### config.mk
export PLATFORM = sky130hd
export DESIGN_NAME = debug_trace_buf
export DESIGN_NICKNAME = d
export VERILOG_FILES = /design/src/rtl/debug_trace_buf.sv
export SDC_FILE = /design/constraint.sdc
export NUM_CORES = 2
export LEC_CHECK = 0
export CORE_UTILIZATION = 50
export CTS_BUF_LIST = sky130_fd_sc_hd__clkbuf_16
export CTS_CLUSTER_SIZE = 10
export DETAILED_ROUTE_END_ITERATION = 6
export DONT_BUFFER_PORTS = 1
export HOLD_SLACK_MARGIN = 0.08
export SYNTH_ARGS = -nofsm -noshare
export SYNTH_HDL_FRONTEND = slang
export SYNTH_SLANG_ARGS = --single-unit
### constraint.sdc
create_clock -name XCLK -period 15.45 [get_ports XCLK]
set_input_delay 2.3175 -clock XCLK [delete_from_list [all_inputs] [get_ports XCLK]]
set_output_delay 2.3175 -clock XCLK [all_outputs]
set_load 0.05 [all_outputs]
### src/rtl/debug_trace_buf.sv
// debug_trace_buf: change-triggered trace capture of the SoC debug bus and LEDs.
// Each recorded entry is {timestamp, LED, DEBUG}. Entries are held in a
// show-ahead FIFO that drains over a valid/ready port. When an entry is lost
// because the FIFO is full, a sticky overflow flag and a saturating drop
// counter make the loss visible.
module debug_trace_buf #(
    parameter int DEPTH = 16,
    parameter int AW    = 4,
    parameter int TSW   = 16
) (
    input  logic           XCLK,
    input  logic           XRES,
    input  logic [127:0]   DEBUG,
    input  logic [3:0]     LED,
    input  logic           ARM,
    output logic           TVALID,
    input  logic           TREADY,
    output logic [127:0]   TDATA,
    output logic [3:0]     TLED,
    output logic [TSW-1:0] TSTAMP,
    output logic [AW:0]    COUNT,
    output logic           OVF,
    output logic [7:0]     DROPS,
    input  logic           CLR
);

    localparam int          SW       = 128 + 4;
    localparam int          EW       = SW + TSW;
    localparam logic [AW:0] FULL_CNT = (AW+1)'(DEPTH);

    // Increment that sticks at 255 instead of wrapping.
    function automatic logic [7:0] sat_inc8(input logic [7:0] v);
        return (v == 8'hFF) ? v : v + 8'd1;
    endfunction

    logic [TSW-1:0] timer;

    logic [SW-1:0]  smp_p1;
    logic [TSW-1:0] ts_p1;
    logic           vld_p1;

    logic [SW-1:0]  last_p2;
    logic           last_vld_p2;

    logic [EW-1:0]  mem [DEPTH];
    logic [AW-1:0]  wr_ptr;
    logic [AW-1:0]  rd_ptr;
    logic [AW:0]    count;
    logic           ovf;
    logic [7:0]     drops;

    logic           push_req;
    logic           pop;
    logic           full;
    logic           wr_en;
    logic           drop;
    logic [EW-1:0]  head;

    // Free-running timestamp counter, wraps naturally at 2^TSW.
    always_ff @(posedge XCLK) begin
        if (!XRES) timer <= '0;
        else       timer <= timer + TSW'(1);
    end

    // ---- stage 1: sample bus, LEDs and timestamp ----
    // Sample data path; no reset needed because vld_p1 qualifies it.
    always_ff @(posedge XCLK) begin
        smp_p1 <= {LED, DEBUG};
        ts_p1  <= timer;
    end

    // Sample valid follows ARM.
    always_ff @(posedge XCLK) begin
        if (!XRES) vld_p1 <= 1'b0;
        else       vld_p1 <= ARM;
    end

    // ---- stage 2: change detect and FIFO write ----
    // A push is requested for the first sample after arming or on any change.
    always_comb begin
        push_req = vld_p1 && (!last_vld_p2 || (smp_p1 != last_p2));
        pop      = TVALID && TREADY;
        full     = (count == FULL_CNT);
        // When full, a same-edge pop frees the slot the push needs.
        wr_en    = push_req && (!full || pop);
        drop     = push_req && full && !pop;
    end

    // Last-recorded value updates on every push request, even a dropped one.
    always_ff @(posedge XCLK) begin
        if (push_req) last_p2 <= smp_p1;
    end

    // Last-recorded valid: set on a push request, cleared while disarmed.
    always_ff @(posedge XCLK) begin
        if (!XRES)        last_vld_p2 <= 1'b0;
        else if (push_req) last_vld_p2 <= 1'b1;
        else if (!vld_p1)  last_vld_p2 <= 1'b0;
    end

    // Entry storage; the tail slot is written on an accepted push.
    always_ff @(posedge XCLK) begin
        if (wr_en) mem[wr_ptr] <= {ts_p1, smp_p1};
    end

    // Pointer and occupancy bookkeeping; occupancy resolves full versus empty.
    always_ff @(posedge XCLK) begin
        if (!XRES) begin
            wr_ptr <= '0;
            rd_ptr <= '0;
            count  <= '0;
        end else begin
            if (wr_en) wr_ptr <= wr_ptr + AW'(1);
            if (pop)   rd_ptr <= rd_ptr + AW'(1);
            if (wr_en && !pop)      count <= count + (AW+1)'(1);
            else if (!wr_en && pop) count <= count - (AW+1)'(1);
        end
    end

    // Overflow bookkeeping; a drop on the same edge as CLR still registers.
    always_ff @(posedge XCLK) begin
        if (!XRES) begin
            ovf   <= 1'b0;
            drops <= 8'd0;
        end else if (drop) begin
            ovf   <= 1'b1;
            drops <= CLR ? 8'd1 : sat_inc8(drops);
        end else if (CLR) begin
            ovf   <= 1'b0;
            drops <= 8'd0;
        end
    end

    // Show-ahead head outputs, forced to zero while empty.
    always_comb begin
        head   = mem[rd_ptr];
        TVALID = (count != '0);
        TDATA  = TVALID ? head[127:0]    : '0;
        TLED   = TVALID ? head[SW-1:128] : '0;
        TSTAMP = TVALID ? head[EW-1:SW]  : '0;
        COUNT  = count;
        OVF    = ovf;
        DROPS  = drops;
    end

endmodule

==> impl_metrics.py <==
metrics = {
    "run_status": {
        "outcome": "finished, final reports clean",
    },
    "power_and_ir_drop": {
        "p_seq_frac": 0.443,
        "power_leakage_uw": 0.0353,
        "internal-power_uw": 13300,
        "power_switching_uw": 5320,
        "swShare": 0.286,
        "p_per_area_nw_per_um2": 165,
        "pwr-share-comb": 0.204,
        "power_frac_clock": 0.354,
        "ir_drop_uv": 130,
    },
    "global_routing": {
        "gr-max-usage-layer": "met2",
        "grt_first_pass_wirelength_um": 350000,
        "overflow": 0,
        "grt_util_all_layers": 0.247,
        "met2_usage": 0.403,
        "antenna_found_initial": 61,
        "grt_pass1_vias": 46200,
        "use_met3": 0.0443,
        "grtUsageMet1": 0.345,
        "grt_max_degree": 136,
    },
    "yosys": {
        "seq_area_frac_synth": 0.788,
        "ys_types": 49,
        "post_synth.cell_area_avg_um2": 23.9,
        "synth_flop_cell": "edfxtp_1",
        "syn-num-nets": 4346,
        "synth.yosys.warnings": 0,
        "synth_area_um2": 100000,
        "synth-edff-count": 2500,
        "synth_cells": 4197,
        "ys_seq_elements": 2692,
        "synthArstFlopShare": 0,
    },
    "sta": {
        "report.final.slew_viol_count": 0,
        "final.setup.tns_ps": 0,
        "rsz0062_at_grt": "false",
        "finClkSkew_ps": 51.6,
        "worst_slack_ps": 7880,
        "hold_viol": 0,
        "slew_headroom": 0.253,
        "worst_pin_slew_ps": 1120,
        "min_period_ps": 7570,
        "fmax_mhz": 132,
        "post-route-period-util": 0.490,
        "finalSetupViolCount": 0,
    },
    "setup_path": {
        "critPathTopFamily": "buffers and inverters",
        "end_kind": "output pin",
        "cp_data_required_time_ps": 13130,
        "crit_type": "reg2out",
        "arrival_ps": 5250,
        "r2r-end": "mem[0][35]$_DFFE_PP_",
        "slowest_stage": "dfxtp_4",
        "r2r_slack_ps": 8900,
        "cp_num_buf_inv": 2,
        "ff2ff_path_depth": 11,
        "rr_startpoint": "smp_p1[9]$_DFF_P_",
        "slowest_delay_ps": 1030,
        "worst_setup_path_start_kind": "flop",
        "crit_path_cell_trace": "buf_4 -> buf_4 -> mux4_2 -> mux4_2 -> and2_1",
        "worst-path-max-fanout": 49,
    },
    "floorplanning": {
        "design.die.area_um2": 202000,
        "start_util": 0.505,
        "rows": 163,
        "coreArea_um2": 198000,
        "die_h_um": 450,
        "die_x_um": 450,
        "ios": 300,
    },
    "clock_tree": {
        "cts_tree": "yes",
        "cts.clk_slew.worst_paths_ps": 50,
        "ctsResizeCount": 0,
        "post_cts_buffers": 0,
        "htreeDepth": 5,
        "clk-insertion-delay-late_ps": 930,
        "ctsHoldBuffers": 0,
        "cts.sinks": 2692,
        "cts_buffers": 324,
        "clockRootBuffer": "clkbuf_16",
        "clk_path_buf_depth": 4,
    },
    "drt": {
        "drtIter0Drc": 4531,
        "vias_per_cell": 6.11,
        "drc": 0,
        "avgRoutedWirePerCell_um": 33.8,
        "wl_um": 247000,
        "dr.pass1.iters": 5,
        "drt.antenna.violating_nets": 0,
        "num_vias": 44700,
    },
    "run": {
        "maxCapViolCount": 0,
    },
    "worst_hold_path": {
        "min-delay-start": "timer[7]$_SDFF_PN0_",
        "min_path_cells": 0,
        "min_to": "ts_p1[7]$_DFF_P_",
        "hp-class": "reg2reg",
    },
    "layout": {
        "fillers": 14400,
        "final_cells": 7306,
        "syn_to_final_growth_pct": 12.8,
        "nets": 4583,
        "multiInputGateArea_um2": 20400,
        "drive_above_1_share": 0.259,
        "final-seq-area_um2": 78900,
    },
    "place": {
        "pre_cts_slack_ps": 8630,
        "hpwl_um": 127000,
        "portBuffers": 0,
        "dp_cells": 6748,
        "gp_congestion": 0.777,
    },
}
-- worst reg2reg max path, cell delays in order (launching register included) --
cell     delay [ps]
dfxtp_1         720
xnor2_1         480
nand4_1         570
nor4_1          130
nand4_1         210
o41ai_4         110
buf_4           230
nor2_1          840
and3_4          600
buf_4           670
buf_4           720
buf_4           850
-- registers in the layout, indices dropped and copies added (netlist names), named ones only --
register	count
last_p2	132
COUNT	5
timer	16
wr_ptr	4
vld_p1	1
ts_p1	16
rd_ptr	4
mem	2368
last_vld_p2	1
OVF	1
smp_p1	132
DROPS	8
-- final cells by class --
type / count / area share
Clock inverter: 216 / 0.00762
Tap cell: 2640 / 0.0292
Sequential cell: 2692 / 0.699
Inverter: 38 / 0.00133
Multi-Input combinational cell: 1276 / 0.181
Clock buffer: 332 / 0.0736
Antenna cell: 10 / 0.000222
Timing Repair Buffer: 102 / 0.00833
-- cell usage after synthesis, drive strengths merged (2+ instances only) --
library cell / n / area (um2)
a2111o: 14 / 158
a2111oi: 2 / 23.8
a21o: 2 / 15.0
a21oi: 17 / 85.1
a22o: 2 / 17.5
and2: 157 / 982
and3: 18 / 113
buf: 69 / 275
clkbuf: 122 / 458
dfxtp: 192 / 3840
edfxtp: 2500 / 75100
ha: 11 / 138
inv: 37 / 139
mux2i: 5 / 50.1
mux4: 740 / 16700
nand2: 22 / 82.6
nand2b: 14 / 87.6
nand3: 11 / 55.1
nand4: 25 / 156
nor2: 25 / 93.8
nor2b: 47 / 294
nor3b: 2 / 15.0
nor4: 14 / 87.6
o2111ai: 3 / 26.3
o21ai: 10 / 50.1
o221ai: 2 / 17.5
o22ai: 12 / 75.1
o311a: 2 / 20.0
o31ai: 3 / 22.5
or3: 7 / 43.8
or4: 5 / 37.5
xnor2: 77 / 674
xor2: 16 / 140
-- logic make-up after synthesis --
group | share of synthesized area
and+or+nand+nor | 0.0208
DFF | 0.788
AOI/OAI and AO/OA | 0.00579
xor gates and xnor gates | 0.00813
adders and majority gates | 0.00157
muxes | 0.167
buffers and inverters | 0.00875
-- worst max path at each step --
stage / end / cells after the start
5_1_grt: TDATA[125] / 5
6_report: TDATA[125] / 5
3_3_place_gp: TSTAMP[2] / 5
4_1_cts: TSTAMP[2] / 5
2_1_floorplan: mem[10][0]$_DFFE_PP_ / 5
3_5_place_dp: TDATA[125] / 5
-- layout by cell type, fill, tap and decap left out, types with 11 or more instances in the layout --
cell / instances
edfxtp_1: 2500
mux4_2: 740
clkbuf_16: 332
inv_1: 239
dfxtp_1: 188
and2_1: 153
buf_4: 88
xnor2_1: 77
nor2b_1: 47
nand4_1: 25
nor2_1: 25
nand2_1: 22
a21oi_1: 17
xor2_1: 16
a2111o_1: 14
nand2b_1: 14
buf_12: 14
nor4_1: 13
o22ai_1: 12
and3_4: 12
nand3_1: 11
ha_1: 11
-- metrics by stage --
stage / util / hold slack (ps) / total power [uW] / instance area [um2]
final: 0.570 / 376 / 18600 / 113000
after floorplan: - / 343 / 11500 / 100000
after detailed placement: 0.523 / 368 / 12300 / 104000
after global placement: 0.523 / 370 / 12300 / 104000
after CTS: 0.570 / 378 / 18900 / 113000
after global routing: 0.570 / 390 / 19300 / 113000
-- power groups by stage --
stage | logic, uW | registers, uW | clock network, uW
after floorplan | 3150 | 8310 | 0
after global placement | 3880 | 8400 | 0
after detailed placement | 3890 | 8410 | 0
after CTS | 3900 | 8260 | 6710
after global routing | 4010 | 8270 | 7000
final | 3800 | 8250 | 6590
-- routing by layer --
layer  wire [um]  share of wire
met3       16100          0.065
met5         138        0.00056
met4        5960          0.024
met1      102000           0.41
met2      123000           0.50
Power figures use the tool's default switching activity.
